===== src/rtl/carfield_pwr_seq_pkg.sv =====
// Shared types and constants for the Carfield domain power sequencer.
// Domain indices follow the Carfield clock/reset domain map.
package carfield_pwr_seq_pkg;

  localparam int unsigned NumDomainsDefault    = 6;
  localparam int unsigned RstCyclesDefault     = 16;
  localparam int unsigned IsoCyclesDefault     = 4;
  localparam int unsigned TimeoutCyclesDefault = 1024;

  localparam int unsigned DomL2      = 0;
  localparam int unsigned DomSpatz   = 1;
  localparam int unsigned DomPulp    = 2;
  localparam int unsigned DomSecured = 3;
  localparam int unsigned DomSafety  = 4;
  localparam int unsigned DomPeriph  = 5;

  typedef enum logic [2:0] {
    IDLE,
    CFG_DIV,
    CLK_ON,
    RST_WAIT,
    ISO_WAIT,
    ISO_ON,
    ISO_HOLD,
    RST_HOLD
  } pwr_state_e;

  function automatic int unsigned max3(input int unsigned a, input int unsigned b,
                                       input int unsigned c);
    int unsigned m;
    m = (a > b) ? a : b;
    return (m > c) ? m : c;
  endfunction

endpackage


===== src/rtl/carfield_pwr_seq_rr_arb.sv =====
// Round-robin arbiter: combinational pick of the first pending index at or
// after the pointer (wrapping); the pointer moves past the grant on advance_i.
module carfield_pwr_seq_rr_arb #(
  parameter  int unsigned NumReq = 6,
  localparam int unsigned IdxW   = (NumReq > 1) ? $clog2(NumReq) : 1
) (
  input  logic              clk_i,
  input  logic              rst_ni,
  input  logic [NumReq-1:0] pending_i,
  input  logic              advance_i,
  output logic              grant_valid_o,
  output logic [IdxW-1:0]   grant_idx_o
);

  logic [IdxW-1:0] ptr_q, ptr_d;
  logic [IdxW-1:0] cand;

  // NOTE: every variable gets a default before any branch so no latch is inferred.
  always_comb begin
    grant_valid_o = 1'b0;
    grant_idx_o   = '0;
    cand          = ptr_q;
    for (int unsigned i = 0; i < NumReq; i++) begin
      if (!grant_valid_o && pending_i[cand]) begin
        grant_valid_o = 1'b1;
        grant_idx_o   = cand;
      end
      cand = (cand == IdxW'(NumReq - 1)) ? '0 : cand + 1'b1;
    end
  end

  always_comb begin
    ptr_d = ptr_q;
    if (advance_i && grant_valid_o) begin
      ptr_d = (grant_idx_o == IdxW'(NumReq - 1)) ? '0 : grant_idx_o + 1'b1;
    end
  end

  // NOTE: sequential state uses non-blocking assignments so all flops update together.
  always_ff @(posedge clk_i or negedge rst_ni) begin
    if (!rst_ni) ptr_q <= '0;
    else         ptr_q <= ptr_d;
  end

endmodule


===== src/rtl/carfield_domain_pwr_seq.sv =====
// Shared power-up/power-down sequencer for the Carfield clock/reset domains.
// Optional divider handshake timeout: define CARFIELD_PWR_SEQ_TIMEOUT_EN.
module carfield_domain_pwr_seq
  import carfield_pwr_seq_pkg::*;
#(
  parameter  int unsigned NumDomains    = NumDomainsDefault,
  parameter  int unsigned DivWidth      = 8,
  parameter  int unsigned RstCycles     = RstCyclesDefault,
  parameter  int unsigned IsoCycles     = IsoCyclesDefault,
  parameter  int unsigned TimeoutCycles = TimeoutCyclesDefault,
  localparam int unsigned IdxW          = (NumDomains > 1) ? $clog2(NumDomains) : 1,
  localparam int unsigned CntW          = $clog2(max3(RstCycles, IsoCycles, TimeoutCycles) + 1)
) (
  input  logic                           clk_i,
  input  logic                           rst_ni,
  input  logic [NumDomains-1:0]          dom_en_req_i,
  input  logic [NumDomains*DivWidth-1:0] div_value_i,
  output logic                           div_cfg_valid_o,
  input  logic                           div_cfg_ready_i,
  output logic [IdxW-1:0]                div_cfg_idx_o,
  output logic [DivWidth-1:0]            div_cfg_value_o,
  output logic [NumDomains-1:0]          clk_en_o,
  output logic [NumDomains-1:0]          rst_no,
  output logic [NumDomains-1:0]          iso_o,
  output logic [NumDomains-1:0]          dom_active_o,
  output logic                           busy_o,
  output logic [NumDomains-1:0]          err_o
);

  pwr_state_e              state_q, state_d;
  logic [IdxW-1:0]         idx_q, idx_d;
  logic [DivWidth-1:0]     value_q, value_d;
  logic [CntW-1:0]         cnt_q, cnt_d;
  logic [NumDomains-1:0]   clk_en_q, clk_en_d;
  logic [NumDomains-1:0]   rst_n_q, rst_n_d;
  logic [NumDomains-1:0]   iso_q, iso_d;
  logic [NumDomains-1:0]   active_q, active_d;
  logic [NumDomains-1:0]   err_q;
  logic [NumDomains-1:0]   pending;
  logic                    grant_valid;
  logic [IdxW-1:0]         grant_idx;
  logic                    advance;

`ifdef CARFIELD_PWR_SEQ_TIMEOUT_EN
  logic [NumDomains-1:0]   err_d;
`endif

  // Timed-out domains drop out of arbitration until the next reset.
  assign pending = (dom_en_req_i ^ active_q) & ~err_q;

  carfield_pwr_seq_rr_arb #(
    .NumReq (NumDomains)
  ) u_rr_arb (
    .clk_i         (clk_i),
    .rst_ni        (rst_ni),
    .pending_i     (pending),
    .advance_i     (advance),
    .grant_valid_o (grant_valid),
    .grant_idx_o   (grant_idx)
  );

  always_comb begin
    state_d  = state_q;
    idx_d    = idx_q;
    value_d  = value_q;
    cnt_d    = cnt_q;
    clk_en_d = clk_en_q;
    rst_n_d  = rst_n_q;
    iso_d    = iso_q;
    active_d = active_q;
    advance  = 1'b0;
`ifdef CARFIELD_PWR_SEQ_TIMEOUT_EN
    err_d    = err_q;
`endif

    unique case (state_q)
      IDLE: begin
        if (grant_valid) begin
          advance = 1'b1;
          idx_d   = grant_idx;
          if (dom_en_req_i[grant_idx]) begin
            // The divider value is captured once here and held through the handshake.
            for (int unsigned d = 0; d < NumDomains; d++) begin
              if (grant_idx == IdxW'(d)) value_d = div_value_i[d*DivWidth +: DivWidth];
            end
            cnt_d   = '0;
            state_d = CFG_DIV;
          end else begin
            state_d = ISO_ON;
          end
        end
      end

      CFG_DIV: begin
        if (div_cfg_ready_i) begin
          state_d = CLK_ON;
        end
`ifdef CARFIELD_PWR_SEQ_TIMEOUT_EN
        else if (cnt_q == CntW'(TimeoutCycles - 1)) begin
          err_d[idx_q] = 1'b1;
          state_d      = IDLE;
        end else begin
          cnt_d = cnt_q + 1'b1;
        end
`endif
      end

      CLK_ON: begin
        clk_en_d[idx_q] = 1'b1;
        cnt_d           = CntW'(RstCycles - 1);
        state_d         = RST_WAIT;
      end

      RST_WAIT: begin
        if (cnt_q == '0) begin
          rst_n_d[idx_q] = 1'b1;
          cnt_d          = CntW'(IsoCycles - 1);
          state_d        = ISO_WAIT;
        end else begin
          cnt_d = cnt_q - 1'b1;
        end
      end

      ISO_WAIT: begin
        if (cnt_q == '0) begin
          iso_d[idx_q]    = 1'b0;
          active_d[idx_q] = 1'b1;
          state_d         = IDLE;
        end else begin
          cnt_d = cnt_q - 1'b1;
        end
      end

      ISO_ON: begin
        iso_d[idx_q]    = 1'b1;
        active_d[idx_q] = 1'b0;
        cnt_d           = CntW'(IsoCycles - 1);
        state_d         = ISO_HOLD;
      end

      ISO_HOLD: begin
        if (cnt_q == '0) begin
          rst_n_d[idx_q] = 1'b0;
          cnt_d          = CntW'(RstCycles - 1);
          state_d        = RST_HOLD;
        end else begin
          cnt_d = cnt_q - 1'b1;
        end
      end

      RST_HOLD: begin
        if (cnt_q == '0) begin
          clk_en_d[idx_q] = 1'b0;
          state_d         = IDLE;
        end else begin
          cnt_d = cnt_q - 1'b1;
        end
      end

      default: state_d = IDLE;
    endcase
  end

  always_ff @(posedge clk_i or negedge rst_ni) begin
    if (!rst_ni) begin
      state_q  <= IDLE;
      idx_q    <= '0;
      value_q  <= '0;
      cnt_q    <= '0;
      clk_en_q <= '0;
      rst_n_q  <= '0;
      iso_q    <= '1;
      active_q <= '0;
    end else begin
      state_q  <= state_d;
      idx_q    <= idx_d;
      value_q  <= value_d;
      cnt_q    <= cnt_d;
      clk_en_q <= clk_en_d;
      rst_n_q  <= rst_n_d;
      iso_q    <= iso_d;
      active_q <= active_d;
    end
  end

`ifdef CARFIELD_PWR_SEQ_TIMEOUT_EN
  always_ff @(posedge clk_i or negedge rst_ni) begin
    if (!rst_ni) err_q <= '0;
    else         err_q <= err_d;
  end
`else
  assign err_q = '0;
`endif

  assign div_cfg_valid_o = (state_q == CFG_DIV);
  assign div_cfg_idx_o   = idx_q;
  assign div_cfg_value_o = value_q;
  assign clk_en_o        = clk_en_q;
  assign rst_no          = rst_n_q;
  assign iso_o           = iso_q;
  assign dom_active_o    = active_q;
  assign busy_o          = (state_q != IDLE);
  assign err_o           = err_q;

endmodule


===== config.mk =====
export PLATFORM = sky130hd
export DESIGN_NAME = carfield_domain_pwr_seq
export DESIGN_NICKNAME = d
export VERILOG_FILES = /design/src/rtl/carfield_pwr_seq_pkg.sv /design/src/rtl/carfield_pwr_seq_rr_arb.sv /design/src/rtl/carfield_domain_pwr_seq.sv
export SDC_FILE = /design/constraint.sdc
export NUM_CORES = 1
export LEC_CHECK = 0
export CAP_MARGIN = 20
export CELL_PAD_IN_SITES_DETAIL_PLACEMENT = 0
export CELL_PAD_IN_SITES_GLOBAL_PLACEMENT = 1
export CORE_ASPECT_RATIO = 1.1
export CORE_MARGIN = 8
export CORE_UTILIZATION = 35
export DETAILED_ROUTE_END_ITERATION = 16
export GPL_ROUTABILITY_DRIVEN = 0
export PLACE_DENSITY = 0.78
export SYNTH_ARGS = -nofsm -noshare
export SYNTH_HDL_FRONTEND = slang
export SYNTH_SLANG_ARGS = --single-unit

===== constraint.sdc =====
create_clock -name clk_i -period 7.5 [get_ports clk_i]
set_input_delay 0.75 -clock clk_i [delete_from_list [all_inputs] [get_ports clk_i]]
set_output_delay 0.75 -clock clk_i [all_outputs]
set_load 0.005 [all_outputs]

=== Word level (Yosys, flattened, before mapping) ===
Index checks and enable logic that the tools add are counted.

* Add/subtract/negate cells: 7
* Order comparisons: 9
* Eq/ne operators: 26
* Muxes and demuxes: 64
* Bitwise operators: 10
* Reductions and logical operators: 29

{| class="wikitable"
|+ Operator list
! cell !! number
|-
| 11-bit one-hot mux with 6 select lines || 1
|-
| 11-bit two-way mux || 5
|-
| 3-bit two-way mux || 18
|-
| 8-bit two-way mux || 6
|-
| 6-bit one-hot mux with 2 select lines || 4
|-
| 3-bit == test, second input constant || 11
|-
| 3-bit by 4-bit less-than comparator with 1-bit output, second input constant || 8
|-
| 6-bit two-way mux || 5
|-
| 6-bit AND || 4
|-
| 6-bit bitwise OR || 4
|-
| 1-bit binary-select mux with 3-bit select || 7
|-
| 3-bit one-hot mux with 7 select lines || 1
|-
| 3-bit by 1-bit adder with 3-bit output, second input constant || 6
|-
| 1-bit two-way mux || 16
|-
| 3-bit by 2-bit == test with 1-bit output, second input constant || 4
|-
| 2-bit != test, second input constant || 6
|-
| 6-bit nonzero test || 2
|-
| 11-bit logical NOT || 1
|-
| 11-bit by 1-bit subtractor with 11-bit output, second input constant || 1
|-
| 4-bit AND reduction || 2
|-
| 1-bit logical AND || 7
|-
| 3-bit by 1-bit == test with 1-bit output, second input constant || 2
|-
| 3-bit logical NOT || 2
|-
| 2-bit by 1-bit != test with 1-bit output, second input constant || 3
|-
| other kinds (11) || 19
|}

* Bits in registers: 52
* Input port bits: 57
* Word-level logic and storage cells: 154

=== Depth between registers and ports, before layout ===
Gate-level depths: netlist of the first run.

* Depth after elaboration: 26
* Gate-level depth with buffers: 22

=== Cells and area by module ===
Synthesis of the first run repeated with hierarchy kept, for this count alone.

* Cell total of the unflattened synthesis: 503
* Area total of the unflattened synthesis: 4359.2 sq um

{| class="wikitable"
|+ By module, submodules not included
! module !! times used !! cells an instance !! area each (sq um)
|-
| carfield_domain_pwr_seq || 1 || 380 || 3335.7
|-
| carfield_pwr_seq_rr_arb || 1 || 123 || 1023.5
|}

=== Worst setup path after synthesis of the first run ===
OpenSTA, ideal clock, no wires.

* Path type: register -> register
* Start: register u_rr_arb.ptr_q[0]
* End: register value_q[0], in the netlist div_cfg_value_o[0]
* Data arrival time: 4.752 ns
* Slack: 2.668 ns
* Stages on the path, launching flop included: 22
* Path buffers: 5
* Clock period less this slack: 4.832 ns
* Path through: dfrtp_1 > buf_2 > buf_2 > nand2_1 > o21a_1 > ha_1 > buf_2 > nand2b_4 > or4_4 > and4b_1 > o21a_4 > nor3_4 > o31a_1 > o21ai_2 > inv_2 > buf_2 > buf_2 > ha_1 > clkinv_1 > a211o_1 > o21ai_4 > mux2i_1

* Longest elaborated chain between the ends: 24
* Elaborated cells between the ends (all ways): 64
* Classes of those cells: add/sub: 5; eq/ne: 10; mux: 36; reduce/logical: 13

{| class="wikitable"
|+ Ends and longest elaborated chain
! what !! RTL line !! source
|-
| start, declared || carfield_pwr_seq_rr_arb.sv:15 || <nowiki>logic [IdxW-1:0] ptr_q, ptr_d;</nowiki>
|-
| start signal, assigned || carfield_pwr_seq_rr_arb.sv:42 || <nowiki>else ptr_q <= ptr_d;</nowiki>
|-
| parallel branches: the longest is 24 deep, another holds 3-bit by 1-bit adder with 3-bit output || -- ||
|-
| end signal, assigned || carfield_domain_pwr_seq.sv:177 || <nowiki>value_q <= value_d;</nowiki>
|-
| end, declared || carfield_domain_pwr_seq.sv:32 || <nowiki>logic [DivWidth-1:0] value_q, value_d;</nowiki>
|}

Parallel ways; which one is timed is not known. The select of a mux whose other input is x is not followed.
A chain may end at the register's enable or synchronous reset.

=== Final worst setup path of the first run ===
* Start: register u_rr_arb.ptr_q[1]
* End: register value_q[7], in the netlist div_cfg_value_o[7]

The elaborated chain is that of the path after synthesis.

==> results of run 1 <==
cell usage after synthesis, drive strengths merged, types with 4 or more instances:
library cell	n
a211o	4
a21o	5
a21oi	55
a31oi	12
and2	8
and3	14
buf	19
clkbuf	19
dfrtp	46
dfstp	6
ha	10
inv	38
mux2	6
mux2i	17
nand2	53
nand2b	12
nand3	9
nand4	10
nor2	33
nor2b	7
nor3	10
nor4	4
o2111ai	8
o21a	6
o21ai	45
o221a	8
o22ai	8
o32ai	4
or3	12
xnor2	4
xor2	7
worst max-delay path, cell delays in order, from the launching register on:
cell,delay (ns)
dfrtp_1,0.58
inv_2,0.23
nand2_1,0.10
o21a_1,0.19
ha_1,0.53
nand2b_4,0.10
o31ai_2,0.45
mux2i_1,0.47
nor3_1,0.11
o311a_1,0.31
o21ai_2,0.49
inv_2,0.31
ha_1,0.40
clkinv_1,0.22
nand3_1,0.31
o221a_2,0.38
a31oi_1,0.18
mux2i_1,0.10
cell usage in the layout (no fill, tap or decap), drive strengths merged, types with 4 or more instances in the layout:
| cell type | n |
|---|---|
| nand4 | 10 |
| or3 | 12 |
| o21a | 6 |
| nor2 | 33 |
| conb | 6 |
| a31oi | 12 |
| and3 | 14 |
| xnor2 | 4 |
| inv | 40 |
| a21o | 5 |
| nand2b | 12 |
| o32ai | 4 |
| nand3 | 9 |
| mux2i | 17 |
| nor2b | 7 |
| o2111ai | 8 |
| a211o | 4 |
| dfstp | 6 |
| clkdlybuf4s50 | 92 |
| nor4 | 4 |
| o221a | 8 |
| nand2 | 53 |
| and2 | 8 |
| dfrtp | 46 |
| a21oi | 55 |
| o22ai | 8 |
| nor3 | 10 |
| ha | 10 |
| clkbuf | 5 |
| mux2 | 6 |
| xor2 | 7 |
| o21ai | 45 |
per-stage QoR:
stage	utilization	worst slack [ns]	area (um2)
2_1_floorplan	-	2.67	4480
3_3_place_gp	0.433	2.14	5430
3_5_place_dp	0.433	2.03	5430
4_1_cts	0.445	2.02	5580
5_1_grt	0.445	1.45	5580
6_report	0.445	1.91	5580
per-layer routing:
metal  up-vias  routed length, um  global-route usage  part of all wire
met5         -                  0                   0                 0
met4         0                312              0.0476             0.022
met3        27                682              0.0276             0.048
met2       144               7310               0.299              0.51
met1      2168               6040               0.214              0.42
li1       2160                  -                   -                 -
layout make-up:
class	count	area (um2)	area share
Inverter	39	146	0.0262
Tap cell	157	196	0.0352
Clock inverter	3	25.0	0.00449
Multi-Input combinational cell	430	2840	0.508
Timing Repair Buffer	95	941	0.169
Clock buffer	5	125	0.0224
Sequential cell	52	1310	0.235
cells by family (layout without fill, tap and decap cells):
| family | after synthesis | count (layout) | synth area share |
|---|---|---|---|
| AO/OA/AOI/OAI | 191 | 191 | 0.296 |
| XOR/XNOR | 11 | 11 | 0.0216 |
| adder cells (fa/ha/maj) | 10 | 10 | 0.0280 |
| buffers and inverters | 77 | 142 | 0.0757 |
| flip-flops | 52 | 52 | 0.293 |
| multiplexers | 23 | 23 | 0.0541 |
| other | 1 | 6 | 0.000840 |
| AND/OR/NAND/NOR | 189 | 189 | 0.231 |
path summary, 6_finish.rpt:
check	from	endpoint	slack (ns)	depth (start not counted)
hold / removal	cnt_q[9]	cnt_q[9]	0.51	2
hold reg to reg	cnt_q[9]	cnt_q[9]	0.51	2
max in group asynchronous	rst_ni	div_cfg_idx_o[2]	6.44	2
setup reg to reg	u_rr_arb.ptr_q[1]	div_cfg_value_o[7]	1.91	17
min in group asynchronous	rst_ni	cnt_q[6]	0.58	2
setup / recovery	u_rr_arb.ptr_q[1]	div_cfg_value_o[7]	1.91	17
==> results.yml, run 1 <==
detailed_routing:
  drt-total-wl_mm: 14.3
  dr.first_iter.drc_count: 342
  drc: 0
  via_per_inst: 5.76
  final_antenna_net_count: 0
  num_vias: 4499
  drt_pass1_iterations: 5
  drt-wirelength-per-cell_um: 18.4
logic_synthesis:
  syn_inst: 554
  ys_warn_count: 0
  synth_flop_cell: "dfrtp_1"
  avgSynthCellArea_um2: 8.06
  async_flop_share: 1.00
  yosys-top-cells-area: "dfrtp_1 26%, a21oi_1 6.1%, o21ai_0 4.5%"
  ys_types: 85
  synthesis.area_mm2: 0.00446
  synth_edf_count: 0
  post-synth-top-area-fraction: 0.258
  synth_seq_area_share: 0.293
  synth_top_area_cell: "dfrtp_1"
  synth_seq_cells: 52
place:
  portBuffers: 93
  hpwl_mm: 10.8
  dp_cells: 773
setup_path:
  critPathMaxFanout: 22
  startpoint_type: "flip-flop"
  required_ns: 7.66
  arrival_ns: 5.76
  worstSetupEndpointType: "flip-flop"
  crit_type: "flip-flop to flip-flop"
sta:
  final-hold-violation-count: 0
  timing.fmax_mhz: 179
  fin_crit_ns: 5.59
  slew_viol_final: 0
  tightestPinTransition_ns: 0.972
  finClkSkew_ns: 0.0100
  rsz0062_at_grt: "no"
  finalCritPeriodShare: 0.746
  tns_ns: 0
  hold_ws_ns: 0.511
  slew_headroom: 0.346
  setup_violations: 0
min_path:
  worstHoldPathType: "flip-flop to flip-flop"
cts:
  cts_tree: "done"
  cts_hold_buffers: 0
  cts_max_level: 2
  clk_pin_slew_ns: 0.07
  post_cts_buffers: 0
  cts_root_buffer: "clkbuf_16"
  clk_path_buf_depth: 2
  cts.sinks: 52
  post_cts_resized: 0
  clk_latency_ns: 0.30
  cts_buffers: 5
run_status:
  outcome: "finished clean"
flow_run:
  cap_violations: 0
grt:
  grt_overflow: 0
  grt_max_degree: 53
  grt_pass1_wl_mm: 23.3
  grt_pass1_vias: 4371
  antenna_found_initial: 0
  grt_use_total: 0.173
die:
  die_x_um: 124
  die_y_um: 134
  rows: 43
  initial_core_util: 0.356
  num_io_pins: 100
  die_area_mm2: 0.0166
  coreArea_mm2: 0.0125
final_layout:
  fillers: 1280
  nets: 690
  drive_gt1_frac: 0.0881
  antenna_cells: 0
  syn2layout_area_growth_pct: 25.0
  fin_cells: 781
Power of run 1 is not shown: default switching activity piles up to over one toggle a cycle in this logic, so the estimate is an artifact.
==> run 2: changes to the inputs <==
--- a/config.mk
+++ b/config.mk
@@ -10,10 +10,10 @@
 export CELL_PAD_IN_SITES_GLOBAL_PLACEMENT = 1
 export CORE_ASPECT_RATIO = 1.1
 export CORE_MARGIN = 8
-export CORE_UTILIZATION = 35
+export CORE_UTILIZATION = 34
 export DETAILED_ROUTE_END_ITERATION = 16
 export GPL_ROUTABILITY_DRIVEN = 0
-export PLACE_DENSITY = 0.78
+export PLACE_DENSITY = 0.8
 export SYNTH_ARGS = -nofsm -noshare
 export SYNTH_HDL_FRONTEND = slang
 export SYNTH_SLANG_ARGS = --single-unit
==> constraint.sdc (replaced) <==
create_clock -name clk_i -period 4.9 [get_ports clk_i]
set_input_delay 0.49 -clock clk_i [delete_from_list [all_inputs] [get_ports clk_i]]
set_output_delay 0.49 -clock clk_i [all_outputs]
set_load 0.005 [all_outputs]
==> run 2 against run 1 <==
Compared with the run above:
- via count rose by 0.89%
- die area rose by 2.6%
- flip-flop and latch count did not move
- core utilization fell by 0.75 points
- cell count rose by 1.8%
- first-iteration DRC count fell by 22%
- worst setup slack got worse by 1.7 ns
- maximum frequency rose by 20%
- clock-buffer cell count did not move
- wire length rose by 0.45%
- clock skew barely moved
- highest routed layer unchanged
==> results.yml, run 2 (synthesized netlist as in run 1, its figures left out) <==
run_status:
  outcome: "finished clean"
grt:
  grt_overflow: 0
  antenna_found_initial: 0
  grt_use_total: 0.161
  grt_pass1_vias: 4428
  grt_max_degree: 53
  grt_pass1_wl_mm: 22.8
final_layout:
  drive_gt1_frac: 0.109
  fillers: 1321
  syn2layout_area_growth_pct: 27.4
  area.sequential_mm2: 0.00131
  postLayoutCellArea_mm2: 0.00569
  nets: 700
  final_common_cell: "clkdlybuf4s50_1"
  antenna_cells: 0
  mostFrequentLayoutCells: "92 x clkdlybuf4s50_1, 54 x a21oi_1, 53 x nand2_1"
  multiInputGateArea_mm2: 0.00284
min_path:
  worstHoldPathType: "input pin to asynchronous set/reset pin"
flow_run:
  cap_violations: 0
detailed_routing:
  drt-total-wl_mm: 14.4
  dr.first_iter.drc_count: 268
  drt_pass1_iterations: 5
  via_per_inst: 5.71
  final_antenna_net_count: 0
  num_vias: 4539
  drt-wirelength-per-cell_um: 18.1
  drc: 0
cts:
  cts_tree: "done"
  clk_latency_ns: 0.30
  clk_path_buf_depth: 2
  cts_hold_buffers: 0
  cts.sinks: 52
  cts_buffers: 5
  clk_pin_slew_ns: 0.08
  cts_root_buffer: "clkbuf_16"
  cts_max_level: 2
sta:
  slew_headroom: 0.298
  setup_ws_ns: 0.244
  fin_crit_ns: 4.66
  timing.fmax_mhz: 215
  slew_viol_final: 0
  finalCritPeriodShare: 0.950
  final-hold-violation-count: 0
  finClkSkew_ns: 0.00955
  tightestPinTransition_ns: 1.04
  setup_violations: 0
place:
  portBuffers: 93
  dpl_cell_area_mm2: 0.00550
  place_ws_ns: 0.0764
  hpwl_mm: 11.0
setup_path:
  arrival_ns: 4.83
  critPathMaxFanout: 14
  crit_chain: "inv_2 > nand2_1 > o21a_1 > ha_2 > nand2b_4 > or4_4 > and4b_1 > o21a_4 > o21ai_0 > a21o_1 > and2_1 > nor2_2 > ha_1 > clkinvlp_4 > nand3_1 > o221a_2 > a31oi_1 > mux2i_1"
  r2r_slack_ns: 0.24
  required_ns: 5.07
  reg2regPathDepth: 18
  crit_type: "flip-flop to flip-flop"
  startpoint_type: "flip-flop"
  worstSetupEndpointType: "flip-flop"
  cp_slowest_stage_delay_ns: 0.52
  r2r_end: "div_cfg_value_o[1]"
  r2r-start: "u_rr_arb.ptr_q[1]"
  crit_slowest_cell: "or4_4"
die:
  coreArea_mm2: 0.0130
  initial_core_util: 0.344
  die_area_mm2: 0.0171
  rows: 44
  num_io_pins: 100
  die_y_um: 136
  die_x_um: 125
==> run 2: timing repair <==
item	in CTS	in global routing
setup endpoints to repair	0	8
resized for setup	0	4
buffers inserted	0	1
==> run 2: critical path, delay by kind of cell, from the launching register on <==
kind | cells | cell delay [ns]
AND/OR/NAND/NOR | 7 | 1.43
flip-flops | 1 | 0.51
multiplexers | 1 | 0.12
buffers and inverters | 2 | 0.31
AO/OA/AOI/OAI | 6 | 1.49
adder cells (fa/ha/maj) | 2 | 0.67
==> run 2: through the flow <==
step	hold WS, ns	cells	util	TNS, ns
floorplan	0.194	559	-	0
global placement	0.492	786	0.423	0
detailed placement	0.512	786	0.423	0
CTS	0.347	794	0.435	0
global route	0.382	795	0.438	-0.00323
finish	0.302	795	0.438	0
==> run 2: routing by layer <==
layer	wire, um	vias up	track usage
met5	0	-	0
met3	712	27	0.0302
met1	5870	2202	0.184
met4	378	0	0.0589
met2	7440	132	0.294
li1	-	2178	-
==> run 2: worst max-delay path by stage <==
stage / startpoint / endpoint / slack, ns
detailed placement: u_rr_arb.ptr_q[1] / div_cfg_value_o[1] / 0.08
global placement: u_rr_arb.ptr_q[1] / div_cfg_value_o[0] / 0.28
CTS: u_rr_arb.ptr_q[1] / div_cfg_value_o[1] / 0.07
finish: u_rr_arb.ptr_q[1] / div_cfg_value_o[1] / 0.24
floorplan: u_rr_arb.ptr_q[0] / div_cfg_value_o[0] / 0.07
global route: u_rr_arb.ptr_q[1] / div_cfg_value_o[5] / -0.002
==> run 2: final cells by class <==
cell class | instances | area share
well taps | 161 | 0.0354
flip-flops and latches | 52 | 0.230
repair buffers | 105 | 0.181
clock buffers | 5 | 0.0220
multi-input cells | 430 | 0.500
inverters | 39 | 0.0264
clock inverters | 3 | 0.00462
Power of run 2 is left out for the same reason.
==> run 3: changes to the inputs <==
--- a/config.mk
+++ b/config.mk
@@ -6,14 +6,14 @@
 export NUM_CORES = 1
 export LEC_CHECK = 0
 export CAP_MARGIN = 20
-export CELL_PAD_IN_SITES_DETAIL_PLACEMENT = 0
-export CELL_PAD_IN_SITES_GLOBAL_PLACEMENT = 1
 export CORE_ASPECT_RATIO = 1.1
 export CORE_MARGIN = 8
-export CORE_UTILIZATION = 34
+export CORE_UTILIZATION = 35
 export DETAILED_ROUTE_END_ITERATION = 16
+export DONT_BUFFER_PORTS = 1
 export GPL_ROUTABILITY_DRIVEN = 0
-export PLACE_DENSITY = 0.8
+export PLACE_DENSITY = 0.53
 export SYNTH_ARGS = -nofsm -noshare
 export SYNTH_HDL_FRONTEND = slang
+export SYNTH_HIERARCHICAL = 1
 export SYNTH_SLANG_ARGS = --single-unit
==> run 3 against run 2 <==
Compared with the run above:
- die area fell by 4.5%
- cell area decreased by 18%
- register-to-register slack gained 0.07 ns
- via count decreased by 16%
- hold slack lost 0.28 ns
- highest routed layer unchanged
- area after synthesis shrank 2.4%
- clock-buffer cell count unchanged
- worst setup slack better by 0.067 ns
==> results.yml, run 3 <==
setup_path:
  arrival_ns: 4.81
  r2r_slack_ns: 0.31
  cp_slowest_stage_delay_ns: 0.50
  required_ns: 5.12
  critPathMaxFanout: 12
  startpoint_type: "flip-flop"
  worstSetupEndpointType: "flip-flop"
  crit_type: "flip-flop to flip-flop"
  crit_buf_inv: 4
  cp.depth: 21
  r2r_end: "cnt_q[5]"
  reg2regPathDepth: 21
  crit_slowest_cell: "or4b_1"
  crit_chain: "inv_2 > nand3_1 > o21ai_1 > inv_1 > ha_1 > o21a_2 > ha_4 > a21oi_1 > nor2_1 > a311o_1 > o2111a_1 > a311oi_4 > buf_4 > nor3_1 > or2_2 > mux4_2 > nor2b_4 > o31ai_2 > buf_4 > or4b_1 > a21oi_1"
  critPathTopFamily: "compound AO/OA/AOI/OAI gates"
  r2r-start: "u_rr_arb/ptr_q[1]"
min_path:
  worstHoldPathType: "input pin to asynchronous set/reset pin"
die:
  rows: 42
  initial_core_util: 0.361
  die_area_mm2: 0.0163
  die_y_um: 133
  die_x_um: 122
  coreArea_mm2: 0.0121
  num_io_pins: 100
logic_synthesis:
  post-synth-top-area-fraction: 0.264
  syn_inst: 503
  yosys-top-cells-area: "dfrtp_1 26%, a21oi_1 5.9%, o21ai_0 4.6%"
  synth_seq_area_share: 0.300
  ys_warn_count: 6
  synth.area.mux_share: 0.109
  avgSynthCellArea_um2: 8.67
  synth_edf_count: 0
  yosysMostFrequentCell: "a21oi_1"
  synthesis.area_mm2: 0.00436
  synth_top_area_cell: "dfrtp_1"
  synthAdderAreaFrac: 0.0316
  synth-compound-area-share: 0.286
  synth_flop_cell: "dfrtp_1"
  synth_seq_cells: 52
  synth_top_family_by_area: "compound AO/OA/AOI/OAI gates"
  synth_xor_area_frac: 0.0141
  synthSimpleGateAreaFrac: 0.196
  async_flop_share: 1.00
  ys_types: 90
  netlist_top_cells_count: "51 x a21oi_1, 46 x dfrtp_1, 41 x nand2_1"
place:
  portBuffers: 0
  hpwl_mm: 9.89
  dp_cells: 632
cts:
  cts_root_buffer: "clkbuf_16"
  clk_pin_slew_ns: 0.08
  cts_max_level: 2
  cts_tree: "done"
  cts.sinks: 52
  cts_buffers: 5
  clk_latency_ns: 0.31
  clk_path_buf_depth: 2
flow_run:
  cap_violations: 0
sta:
  finalCritPeriodShare: 0.937
  setup_violations: 0
  hold_ws_ns: 0.0171
  final-hold-violation-count: 0
  timing.fmax_mhz: 218
  slew_viol_final: 0
  rsz0062_at_grt: "no"
  tns_ns: 0
  finClkSkew_ns: 0.0116
  slew_headroom: 0.370
  tightestPinTransition_ns: 0.945
  fin_crit_ns: 4.59
grt:
  grt_pass1_wl_mm: 20.7
  grt_pass1_vias: 3718
  antenna_found_initial: 0
  grt_max_degree: 47
  grt_overflow: 0
  grt_use_total: 0.158
final_layout:
  nets: 556
  mostFrequentLayoutCells: "51 x a21oi_1, 45 x dfrtp_1, 41 x nand2_1"
  antenna_cells: 0
  final_common_cell: "a21oi_1"
  syn2layout_area_growth_pct: 7.18
  area.sequential_mm2: 0.00131
  drive_gt1_frac: 0.184
  fillers: 1245
  multiInputGateArea_mm2: 0.00284
  fin_cells: 643
detailed_routing:
  final_antenna_net_count: 0
  drt-wirelength-per-cell_um: 20.4
  drt-total-wl_mm: 13.1
  drt_pass1_iterations: 4
  dr.first_iter.drc_count: 318
  drc: 0
  num_vias: 3808
  via_per_inst: 5.92
run_status:
  outcome: "finished clean"
run 3: layout make-up:
cell class | instances | share of cell area
multi-input combinational | 401 | 0.607
clock buffer | 5 | 0.0268
clock inverter | 3 | 0.00723
inverter | 15 | 0.0121
sequential | 52 | 0.280
tap | 154 | 0.0412
timing repair buffer | 13 | 0.0252
run 3: logic make-up (layout without fill, tap and decap cells):
group,after synthesis,in the layout
AND/OR/NAND/NOR,154,154
XOR/XNOR,7,7
multiplexers,41,41
flip-flops,52,52
other,1,6
AO/OA/AOI/OAI,182,182
adder cells (fa/ha/maj),11,11
buffers and inverters,55,36
run 3: what timing repair did:
item                                    CTS  global route
resized for setup                         0             8
endpoints found under the hold margin    46             0
endpoints found under the setup margin    3            20
hold buffers                              1             0
pin swaps                                 1             1
setup buffers                             1             1
run 3: per-stage QoR:
stage / instance area [um2] / utilization / setup slack [ns]
finish: 4670 / 0.387 / 0.311
global route: 4670 / 0.387 / 0.0274
CTS: 4630 / 0.383 / 0.00125
detailed placement: 4440 / 0.367 / -0.0102
global placement: 4440 / 0.367 / 0.191
floorplan: 4400 / - / 0.0627
run 3: worst max path at each step:
stage | startpoint | endpoint | slack [ns]
global placement | u_rr_arb/ptr_q[1] | cnt_q[7] | 0.19
detailed placement | u_rr_arb/ptr_q[1] | cnt_q[7] | -0.01
global route | u_rr_arb/ptr_q[1] | cnt_q[7] | 0.03
CTS | u_rr_arb/ptr_q[1] | cnt_q[5] | 0.001
finish | u_rr_arb/ptr_q[1] | cnt_q[5] | 0.31
floorplan | u_rr_arb/ptr_q[0] | cnt_q[3] | 0.06
run 3: per-layer routing:
layer,GRT usage,vias up,part of all wire
li1,-,1840,-
met4,0.0522,0,0.019
met1,0.193,1862,0.43
met3,0.0409,15,0.059
met2,0.262,91,0.50
met5,0,-,0
Power of run 3 is left out for the same reason.
